==> config.mk <==
export PLATFORM = sky130hd
export DESIGN_NAME = hilo_unit_flat
export DESIGN_NICKNAME = d
export VERILOG_FILES = /design/src/rtl/hilo_unit_pkg.sv /design/src/rtl/hilo_unit_if.sv /design/src/rtl/hilo_unit_sign_fix.sv /design/src/rtl/hilo_unit.sv /design/src/flat_wrapper.sv
export SDC_FILE = /design/constraint.sdc
export NUM_CORES = 2
export LEC_CHECK = 0
export CORE_MARGIN = 1
export CORE_UTILIZATION = 56
export DETAILED_ROUTE_END_ITERATION = 8
export MAX_ROUTING_LAYER = met4
export PLACE_DENSITY = 0.9
export SLEW_MARGIN = 10
export SYNTH_ARGS = -nofsm -noshare
export SYNTH_HDL_FRONTEND = slang
export SYNTH_SLANG_ARGS = --single-unit
==> constraint.sdc <==
create_clock -name clk -period 7.4 [get_ports clk]
set_input_delay 0.74 -clock clk [delete_from_list [all_inputs] [get_ports clk]]
set_output_delay 0.74 -clock clk [all_outputs]
set_load 0.03 [all_outputs]
==> src/rtl/hilo_unit_pkg.sv <==
// Shared op encodings, FSM state type and default latencies for the HI/LO unit.
package hilo_unit_pkg;

    localparam logic [2:0] OP_NONE  = 3'd0;
    localparam logic [2:0] OP_MULT  = 3'd1;
    localparam logic [2:0] OP_MULTU = 3'd2;
    localparam logic [2:0] OP_DIV   = 3'd3;
    localparam logic [2:0] OP_DIVU  = 3'd4;
    localparam logic [2:0] OP_MTHI  = 3'd5;
    localparam logic [2:0] OP_MTLO  = 3'd6;

    localparam int DEF_DIV_LATENCY = 8;
    localparam int DEF_MUL_LATENCY = 4;

    typedef enum logic [1:0] {
        IDLE,
        MUL,
        DIV
    } state_t;

endpackage

==> src/rtl/hilo_unit_if.sv <==
// Issue, divider and HI/LO result signals of the HI/LO unit.
// slave = the unit itself; master = pipeline plus external divider.
interface hilo_unit_if;
    logic        op_valid;
    logic [2:0]  op;
    logic [31:0] rs_val;
    logic [31:0] rt_val;
    logic [31:0] div_a;
    logic [31:0] div_b;
    logic [31:0] quotient;
    logic [31:0] remainder;
    logic        busy;
    logic [31:0] hi;
    logic [31:0] lo;

    modport slave (
        input  op_valid, op, rs_val, rt_val, quotient, remainder,
        output div_a, div_b, busy, hi, lo
    );

    modport master (
        output op_valid, op, rs_val, rt_val, quotient, remainder,
        input  div_a, div_b, busy, hi, lo
    );
endinterface

==> src/rtl/hilo_unit_sign_fix.sv <==
// Conditional 32-bit two's-complement negate; purely combinational.
// Used both to strip signs before the divider and to restore them after.
module hilo_sign_fix (
    input  logic [31:0] val,
    input  logic        neg,
    output logic [31:0] res
);
    assign res = neg ? (~val + 32'd1) : val;
endmodule

==> src/rtl/hilo_unit.sv <==
// Multi-cycle HI/LO unit: MULT/MULTU/DIV/DIVU commit LATENCY edges after issue, MTHI/MTLO same edge.
// busy stalls upstream while in flight; any op_valid seen while busy is dropped.
module hilo_unit
    import hilo_unit_pkg::*;
#(
    parameter int DIV_LATENCY = DEF_DIV_LATENCY,
    parameter int MUL_LATENCY = DEF_MUL_LATENCY
) (
    input  logic        clk,
    input  logic        rst,
    hilo_unit_if.slave  bus
);

    state_t      state;
    logic [15:0] cnt;
    logic [31:0] a_q, b_q;
    logic        sign_a, sign_b;
    logic        busy_q;
    logic [31:0] hi_q, lo_q, div_a_q, div_b_q;

    logic        op_signed, in_sign_a, in_sign_b;
    logic [31:0] abs_a, abs_b, quo_fix, rem_fix;
    logic [63:0] product;

    assign op_signed = (bus.op == OP_MULT) || (bus.op == OP_DIV);
    assign in_sign_a = bus.rs_val[31] & op_signed;
    assign in_sign_b = bus.rt_val[31] & op_signed;

    hilo_sign_fix u_abs_a (.val(bus.rs_val),    .neg(in_sign_a),       .res(abs_a));
    hilo_sign_fix u_abs_b (.val(bus.rt_val),    .neg(in_sign_b),       .res(abs_b));
    hilo_sign_fix u_quo   (.val(bus.quotient),  .neg(sign_a ^ sign_b), .res(quo_fix));
    hilo_sign_fix u_rem   (.val(bus.remainder), .neg(sign_a),          .res(rem_fix));

    // Sign-extending to 64 bits lets one unsigned multiply serve both MULT and MULTU.
    assign product = {{32{sign_a}}, a_q} * {{32{sign_b}}, b_q};

    always_ff @(posedge clk) begin
        if (rst) begin
            state   <= IDLE;
            cnt     <= '0;
            a_q     <= '0;
            b_q     <= '0;
            sign_a  <= 1'b0;
            sign_b  <= 1'b0;
            busy_q  <= 1'b0;
            hi_q    <= '0;
            lo_q    <= '0;
            div_a_q <= '0;
            div_b_q <= '0;
        end else begin
            case (state)
                IDLE: begin
                    if (bus.op_valid) begin
                        case (bus.op)
                            OP_MULT, OP_MULTU, OP_DIV, OP_DIVU: begin
                                a_q    <= bus.rs_val;
                                b_q    <= bus.rt_val;
                                sign_a <= in_sign_a;
                                sign_b <= in_sign_b;
                                busy_q <= 1'b1;
                                if (bus.op == OP_MULT || bus.op == OP_MULTU) begin
                                    state <= MUL;
                                    cnt   <= 16'(MUL_LATENCY - 1);
                                end else begin
                                    state   <= DIV;
                                    cnt     <= 16'(DIV_LATENCY - 1);
                                    div_a_q <= abs_a;
                                    div_b_q <= abs_b;
                                end
                            end
                            OP_MTHI: hi_q <= bus.rs_val;
                            OP_MTLO: lo_q <= bus.rs_val;
                            default: ;
                        endcase
                    end
                end
                default: begin
                    if (cnt == 16'd0) begin
                        state  <= IDLE;
                        busy_q <= 1'b0;
                        if (state == MUL) begin
                            hi_q <= product[63:32];
                            lo_q <= product[31:0];
                        end else if (b_q != 32'd0) begin
                            // Divide by zero leaves HI/LO untouched.
                            lo_q <= quo_fix;
                            hi_q <= rem_fix;
                        end
                    end else begin
                        cnt <= cnt - 16'd1;
                    end
                end
            endcase
        end
    end

    assign bus.busy  = busy_q;
    assign bus.hi    = hi_q;
    assign bus.lo    = lo_q;
    assign bus.div_a = div_a_q;
    assign bus.div_b = div_b_q;

endmodule

==> src/flat_wrapper.sv <==
// flat-port wrapper written by rule: the top's interface ports become plain ports
module hilo_unit_flat import hilo_unit_pkg::*;
#(
    parameter int DIV_LATENCY = DEF_DIV_LATENCY,
    parameter int MUL_LATENCY = DEF_MUL_LATENCY
)
  (clk, rst, bus_op_valid, bus_op, bus_rs_val, bus_rt_val, bus_quotient, bus_remainder, bus_div_a, bus_div_b, bus_busy, bus_hi, bus_lo);
  hilo_unit_if bus_i ();
  input  logic clk;
  input  logic rst;
  input wire logic [$bits(bus_i.op_valid)-1:0] bus_op_valid;
  input wire logic [$bits(bus_i.op)-1:0] bus_op;
  input wire logic [$bits(bus_i.rs_val)-1:0] bus_rs_val;
  input wire logic [$bits(bus_i.rt_val)-1:0] bus_rt_val;
  input wire logic [$bits(bus_i.quotient)-1:0] bus_quotient;
  input wire logic [$bits(bus_i.remainder)-1:0] bus_remainder;
  output wire logic [$bits(bus_i.div_a)-1:0] bus_div_a;
  output wire logic [$bits(bus_i.div_b)-1:0] bus_div_b;
  output wire logic [$bits(bus_i.busy)-1:0] bus_busy;
  output wire logic [$bits(bus_i.hi)-1:0] bus_hi;
  output wire logic [$bits(bus_i.lo)-1:0] bus_lo;
  assign bus_i.op_valid = bus_op_valid;
  assign bus_i.op = bus_op;
  assign bus_i.rs_val = bus_rs_val;
  assign bus_i.rt_val = bus_rt_val;
  assign bus_i.quotient = bus_quotient;
  assign bus_i.remainder = bus_remainder;
  assign bus_div_a = bus_i.div_a;
  assign bus_div_b = bus_i.div_b;
  assign bus_busy = bus_i.busy;
  assign bus_hi = bus_i.hi;
  assign bus_lo = bus_i.lo;
  hilo_unit #(.DIV_LATENCY(DIV_LATENCY), .MUL_LATENCY(MUL_LATENCY)) u_core (.clk(clk), .rst(rst), .bus(bus_i));
endmodule
[Word level (Yosys, flattened, before mapping)]
Cells that the tools add are included.
Word-level totals
  bits in registers: 213
  input port bits: 134
  output and inout bits: 129
  word-level logic and storage cells: 81
Operators by class
  $add $sub $neg: 5
  multipliers: 1
  eq/ne operators: 12
  mux-type cells: 30
  bitwise operators: 8
  reduce and logical (&&, ||, !) cells: 14
Operators by type and width (number)
  two-way mux 32 bit: 16
  adder 32 x 1 -> 32 bit (second input constant): 4
  inverter 32 bit: 4
  multiplier 33 x 33 -> 64 bit: 1
  two-way mux 16 bit: 4
  nonzero test 32 bit: 1
  logical NOT 16 bit: 1
  subtractor 16 x 1 -> 16 bit (second input constant): 1
  AND reduction 4 bit: 3
  two-way mux 2 bit: 5
  inequality test 2 bit (second input constant): 5
  equality test 3 bit (second input constant): 3
  AND reduction 3 bit: 3
  equality test 3 x 2 -> 1 bit (second input constant): 2
  two-way mux 1 bit: 4
  OR reduction 4 bit: 1
  equality test 3 x 1 -> 1 bit (second input constant): 1
  two-way mux 3 bit: 1
  nonzero test 3 bit: 1
  bitwise AND 1 bit: 2
  equality test 2 x 1 -> 1 bit (second input constant): 1
  logical NOT 2 bit: 1
  logical OR 1 bit: 2
  nonzero test 2 bit: 1
  other kinds (2): 2

[Depth between registers and ports, before layout]
  word-level depth: 7
  mapped depth: 31

[Hierarchy]
A second synthesis with hierarchy kept.
Unflattened totals
  cell total of the unflattened synthesis: 5774
  area, all modules: 50739.9 um^2
Modules (own cells, without submodules)
  hilo_unit: times used 1, cells each 5378, area each 47631.9 um^2
  hilo_sign_fix: times used 4, cells each 99, area each 777.0 um^2

[Worst setup path before layout]
OpenSTA, ideal clock, no wires.
  path type: register to register
  start: register u_core.sign_a
  end: register u_core.hi_q[31], in the netlist u_core.bus.hi[31]
  setup time: 0.128 ns
  data arrival time: 8.063 ns
  slack: -0.791 ns
  cell stages (with the launch flop): 28
  clock period less this slack: 8.191 ns
  cells stage by stage: dfxtp_1 -> clkbuf_1 -> clkbuf_1 -> clkbuf_1 -> nand2_1 -> inv_1 -> fa_1 -> fa_1 -> fa_1 -> fa_1 -> inv_1 -> fa_1 -> inv_1 -> fa_1 -> fa_1 -> inv_1 -> fa_1 -> inv_1 -> ha_1 -> clkbuf_1 -> nand4_1 -> nor4_1 -> o211ai_1 -> a21oi_1 -> nor3_1 -> o31ai_1 -> mux2i_1 -> a21oi_1
On the way
  word-level cells in the longest chain between the ends: 5
  elaborated cells on any way between the ends: 6
Ends and longest elaborated chain
  start: declaration: RTL line hilo_unit.sv:17  | logic sign_a, sign_b;
  start signal: assignment: RTL line hilo_unit.sv:58  | sign_a <= in_sign_a;
  parallel branches: the longest is 2 deep, another holds multiplier 33 x 33 -> 64 bit
  two-way mux 32 bit (*): RTL line hilo_unit.sv:81  | if (state == MUL) begin
  two-way mux 32 bit (*): RTL line hilo_unit.sv:78  | if (cnt == 16'd0) begin
  two-way mux 32 bit (*): RTL line hilo_unit.sv:51  | case (state)
  end signal: assignment: RTL line hilo_unit.sv:71  | OP_MTHI: hi_q <= bus.rs_val;
  end signal: assignment: RTL line hilo_unit.sv:82  | hi_q <= product[63:32];
  end signal: assignment: RTL line hilo_unit.sv:87  | hi_q <= rem_fix;
  end: declaration: RTL line hilo_unit.sv:19  | logic [31:0] hi_q, lo_q, div_a_q, div_b_q;
Mark *: on every way between the ends. The select of a mux whose other input is x is not followed.
A chain may end at the register's enable or synchronous reset.

[Worst setup path in the final report]
  start: register u_core.b_q[0]
  end: register u_core.hi_q[19], in the netlist u_core.bus.hi[19]
On the way
  word-level cells in the longest chain between the ends: 4
  elaborated cells on any way between the ends: 7
Ends and longest elaborated chain
  start: declaration: RTL line hilo_unit.sv:16  | logic [31:0] a_q, b_q;
  start signal: assignment: RTL line hilo_unit.sv:57  | b_q <= bus.rt_val;
  multiplier 33 x 33 -> 64 bit: RTL line hilo_unit.sv:35  | assign product = {{32{sign_a}}, a_q} * {{32{sign_b}}, b_q};
  two-way mux 32 bit: RTL line hilo_unit.sv:81
  two-way mux 32 bit: RTL line hilo_unit.sv:78
  two-way mux 32 bit: RTL line hilo_unit.sv:51
Several ways; a longest one is shown, not always the timed one. The select of a mux whose other input is x is not followed.

==> run summary <==
The flow ran to the end, but the final reports show violations. The checks that failed: negative setup slack. The worst hold path terminates at u_core.bus.lo[24]$_SDFFE_PP0P_.

Mean routed wirelength per cell: 26.3 um. Once detailed placement completed, the half-perimeter wirelength came to 135000 um. The tools report the sort of element at the start of the critical path as a flip-flop. The number of cells in the design after placement is 7207.

Grouping stages by cell kind, the critical path spends the most delay in adder cells. The count of cells in the finished layout, fillers not included, comes to 7366. Port buffering added 262 buffers. Length of routed met2 wiring: 85600 um.

After detailed routing, the met3 layer carries 28400 um of wire. The share of total power dissipated in the clock network is 21.4%. The synthesized netlist contains 79 unique library cells. After floorplanning, the core was sized to cover 87200 sq um. On the worst path, the slowest cell contributes a delay of 0.77 ns. The worst register-to-register path ends at u_core.bus.hi[19]$_SDFFE_PP0P_.

The fraction of the mapped netlist area in adder cells works out to 50.9%. The worst setup path category was reg -> reg. The combined global-route utilization of all metal layers is 40.1%, and the area added between synthesis and finish is 22.7%. In this run the register-to-register setup slack is -0.69 ns. The path class of the lowest-slack min-delay path was reg -> reg. In the synthesized netlist the dominant register cell turns out to be sky130_fd_sc_hd__dfxtp_1. The kind of end point of the critical path was a flip-flop. The setup-violating endpoint count in the final report is 36.

The final wirelength is 194000 um, and the net switching power of the design is 3.08 mW. TritonCTS built the clock tree. The final max-slew violation count was 0. Of the total synthesized cell area, the portion taken by AND, OR, NAND and NOR gates is 17.5%. The number of cells traversed by the worst register-to-register path is 27.

For the CTS sink count, the log shows 213. At the end of routability-driven placement, the weighted congestion stood at 1.04. Measured along the x axis, the die boundary spans 299 um. The final total power was 6.65 mW; the relative slew slack was 16.7%.

The number of top-level pins was 263; the fraction of the mapped netlist area in compound gates was 8.24%. The startpoint identified for the worst register-to-register timing path is u_core.b_q[0]$_SDFFE_PP0P_. The logs give 57.2% for the fraction of power consumed by combinational cells and 3.57 mW for the internal power of the cells. The global-route wire length before repair was 268000 um. The cell type with the largest total area after synthesis was sky130_fd_sc_hd__fa_1.

The minimum period implied by the final worst setup slack was 8.09 ns; the area enclosed by the die boundary was 89700 sq um. Counting instances in the post-synthesis netlist gives the leading cell types as 1125 x sky130_fd_sc_hd__fa_1, 1109 x sky130_fd_sc_hd__inv_1, 808 x sky130_fd_sc_hd__nand2_1. VDD sags by at most 0.203 mV.

The highest layer used for signal routing is met4. Sorting the synthesized cells by area gives the leading types as sky130_fd_sc_hd__fa_1 45%, sky130_fd_sc_hd__dfxtp_1 8.6%, sky130_fd_sc_hd__inv_1 8.4%, sky130_fd_sc_hd__and2_1 6.8%, sky130_fd_sc_hd__nand2_1 6.1%. Prior to clock tree synthesis, the placed netlist has a worst setup slack of -0.564 ns. Counting every net in the synthesized netlist gives 7131. After technology mapping, the gate count stands at 5655. Total via count in the routed design: 46600. The clock reaches the later pin of the worst-skew pair after 0.58 ns. STA puts the critical path data required time at 7.88 ns.

Summed over all layers, the global routing overflow is 0. The fmax is 124 MHz, and the number of nets still failing antenna checks after routing is 0. The worst hold path was traced through 2 stages. Data on the critical path arrives at its endpoint at 8.57 ns.

The max-capacitance violation count is 0. Before antenna repair, the detailed router went through 9 iterations. The via density per instance came out at 6.32.

Setup repair after global routing could not meet its margin everywhere. The analysis attributes to cell leakage a power of 29.0 nW. The number of flops mapped to enable cells by yosys is 0, and the setup slack after layout is -0.688 ns.

The final hold violation count was 0; the average cell area after synthesis was 8.76 sq um. Hold repair after CTS inserted 0 buffers. The count of H-tree levels built during CTS was 1; the portion of the post-synthesis area used by sequential elements was 8.60%. The run gives 0.0210 ns as the worst-case clock skew.

Summing every instance area after synthesis gives 49600 sq um. The buffers plus inverters on the worst setup path is 7, and the portion of the clock cycle consumed by the worst path in the final layout is 109%. The slew at the pin closest to its max-slew limit is 1.25 ns. The startpoint identified for the worst hold timing path is u_core.bus.lo[24]$_SDFFE_PP0P_. In this run switching power makes up 46.3% of total power.

The routed metal-1 wire length was 58200 um. The top cell type by area accounts for 45.4% of the synthesized area. After clock tree synthesis, the clock-pin slew on the worst setup and hold paths is 0.07 ns.

In this run, synthesis produced a sequential element count of 213. The final layout contains 7645 nets. The placement row count was 108; the layout cell share with drive strength beyond 1 was 17.1%. In this run, CTS created clock tree buffers numbering 27. On the critical path, the stage with the largest delay is an instance of sky130_fd_sc_hd__fa_2. Entering global routing, the biggest net connects 88 pins. Of all flip-flops after synthesis, the portion carrying an async set or reset was 0%.

The synthesized netlist devotes 3.43% of its cell area to XOR and XNOR gates. The run gives 48400 as the number of global-route vias before repair. For the DRC violation count after routing, the log shows 0. The tools report the root buffer cell as sky130_fd_sc_hd__clkbuf_16.

In this run the vertical extent of the chip is 299 um. The starting density of the core is 56.9%, and the maximum fanout along the worst path is 8. The largest family of logic cells by synthesized area was adder cells.

No sink is reached through more buffers than the 3 on the longest clock path. For the initial antenna violation count, the log shows 16. Starting DRC count in detailed routing: 6014.

The run gives 0 as the number of warnings printed during yosys synthesis. By instance count, the leading cell after synthesis is sky130_fd_sc_hd__fa_1. The portion of synthesized area spent on multiplexers is 0.205%. The sequential share of power is 21.3%, and the power density over the cells is 109 nW/um^2.

The run gives 0.456 ns as the final worst hold slack.
-- per-stage QoR --
step	util, %	setup TNS, ns	cell area [sq um]
finish	69.8	-14.86	60800
floorplan	-	-0.148	49700
global placement	65.1	-6.18	56700
detailed placement	65.1	-11.29	56700
CTS	67.3	-1.92	58700
global route	69.8	-20.59	60800
-- logic make-up (layout without fill, tap and decap cells) --
kind of cell               count (synthesis)  after routing
and+or+nand+nor                         1793           1793
other                                      0             22
xor gates and xnor gates                 194            194
muxes                                     10             10
AOI/OAI and AO/OA                        644            644
DFF                                      213            213
adders and majority gates               1342           1342
buffers and inverters                   1459           1993
-- cell usage in the layout, fill, tap and decap left out, types with 26 or more instances in the layout --
cell,instances
sky130_fd_sc_hd__o21ai_1,43
sky130_fd_sc_hd__buf_12,69
sky130_fd_sc_hd__inv_1,1045
sky130_fd_sc_hd__fa_2,73
sky130_fd_sc_hd__dfxtp_1,166
sky130_fd_sc_hd__buf_4,421
sky130_fd_sc_hd__nand2_1,787
sky130_fd_sc_hd__a211oi_1,82
sky130_fd_sc_hd__and2_1,509
sky130_fd_sc_hd__o21ai_0,54
sky130_fd_sc_hd__xnor2_1,90
sky130_fd_sc_hd__a21o_1,31
sky130_fd_sc_hd__nor2_1,194
sky130_fd_sc_hd__buf_6,64
sky130_fd_sc_hd__ha_4,35
sky130_fd_sc_hd__and2_4,29
sky130_fd_sc_hd__xor2_1,90
sky130_fd_sc_hd__ha_1,179
sky130_fd_sc_hd__clkdlybuf4s50_1,261
sky130_fd_sc_hd__a21oi_1,193
sky130_fd_sc_hd__a21oi_2,28
sky130_fd_sc_hd__fa_1,1052
sky130_fd_sc_hd__nor2b_1,46
sky130_fd_sc_hd__nor3_1,31
sky130_fd_sc_hd__inv_2,62
sky130_fd_sc_hd__nand3_1,26
sky130_fd_sc_hd__clkbuf_16,34
-- worst max path at each step --
stage                                            from                              to  slack (ns)  depth (start not counted)
final                      u_core.b_q[0]$_SDFFE_PP0P_  u_core.bus.hi[19]$_SDFFE_PP0P_       -0.69                         27
after floorplan            u_core.sign_a$_SDFFE_PP0P_  u_core.bus.hi[31]$_SDFFE_PP0P_       -0.06                         26
after detailed placement  u_core.a_q[10]$_SDFFE_PP0P_   u_core.bus.hi[1]$_SDFFE_PP0P_       -0.56                         27
after global placement    u_core.a_q[21]$_SDFFE_PP0P_   u_core.bus.hi[1]$_SDFFE_PP0P_       -0.38                         25
after CTS                  u_core.b_q[3]$_SDFFE_PP0P_  u_core.bus.hi[27]$_SDFFE_PP0P_       -0.20                         26
after global routing       u_core.b_q[8]$_SDFFE_PP0P_  u_core.bus.hi[25]$_SDFFE_PP0P_       -0.92                         29
-- tightest hold or removal path: stages (launching register included) --
cell,delay [ns]
sky130_fd_sc_hd__dfxtp_1,0.31
sky130_fd_sc_hd__nand2_1,0.05
sky130_fd_sc_hd__a21oi_1,0.05
-- routing by layer --
metal / GRT usage, % / vias to the layer above
met5: - / -
met4: 29.0 / 0
met3: 9.42 / 1751
met2: 62.5 / 4240
met1: 45.2 / 22500
li1: - / 18100
-- state kept, by name (all words and copies together) (netlist names) --
signal,count
u_core.a_q,32
u_core.b_q,32
u_core.bus.div_a,32
u_core.bus.div_b,32
u_core.bus.hi,32
u_core.bus.lo,32
u_core.cnt,16
u_core.state,2
u_core.bus.busy,1
u_core.sign_a,1
u_core.sign_b,1
-- area by class of cell --
type / instances / area, sq um
tap: 1155 / 1450
clock buffer: 35 / 736
multi-input combinational: 3983 / 41600
timing repair buffer: 833 / 8240
clock inverter: 14 / 176
inverter: 1111 / 4180
antenna: 22 / 55.1
sequential: 213 / 4380
fill: 5394 / 26300
-- power groups by stage --
stage | clock network [mW] | registers [mW] | logic (mW)
after CTS | 1.41 | 1.41 | 3.25
after floorplan | 0 | 1.54 | 1.55
after detailed placement | 0 | 1.43 | 3.10
after global placement | 0 | 1.42 | 3.01
after global routing | 1.46 | 1.42 | 3.94
final | 1.43 | 1.42 | 3.80
-- what timing repair did --
| action | in CTS | in global routing |
|---|---|---|
| buffers inserted | 25 | 66 |
| pin swaps | 108 | 274 |
| gates cloned | 2 | 7 |
| setup endpoints to repair | 41 | 43 |
| resized for setup | 217 | 383 |
Power figures use the tool's default switching activity.
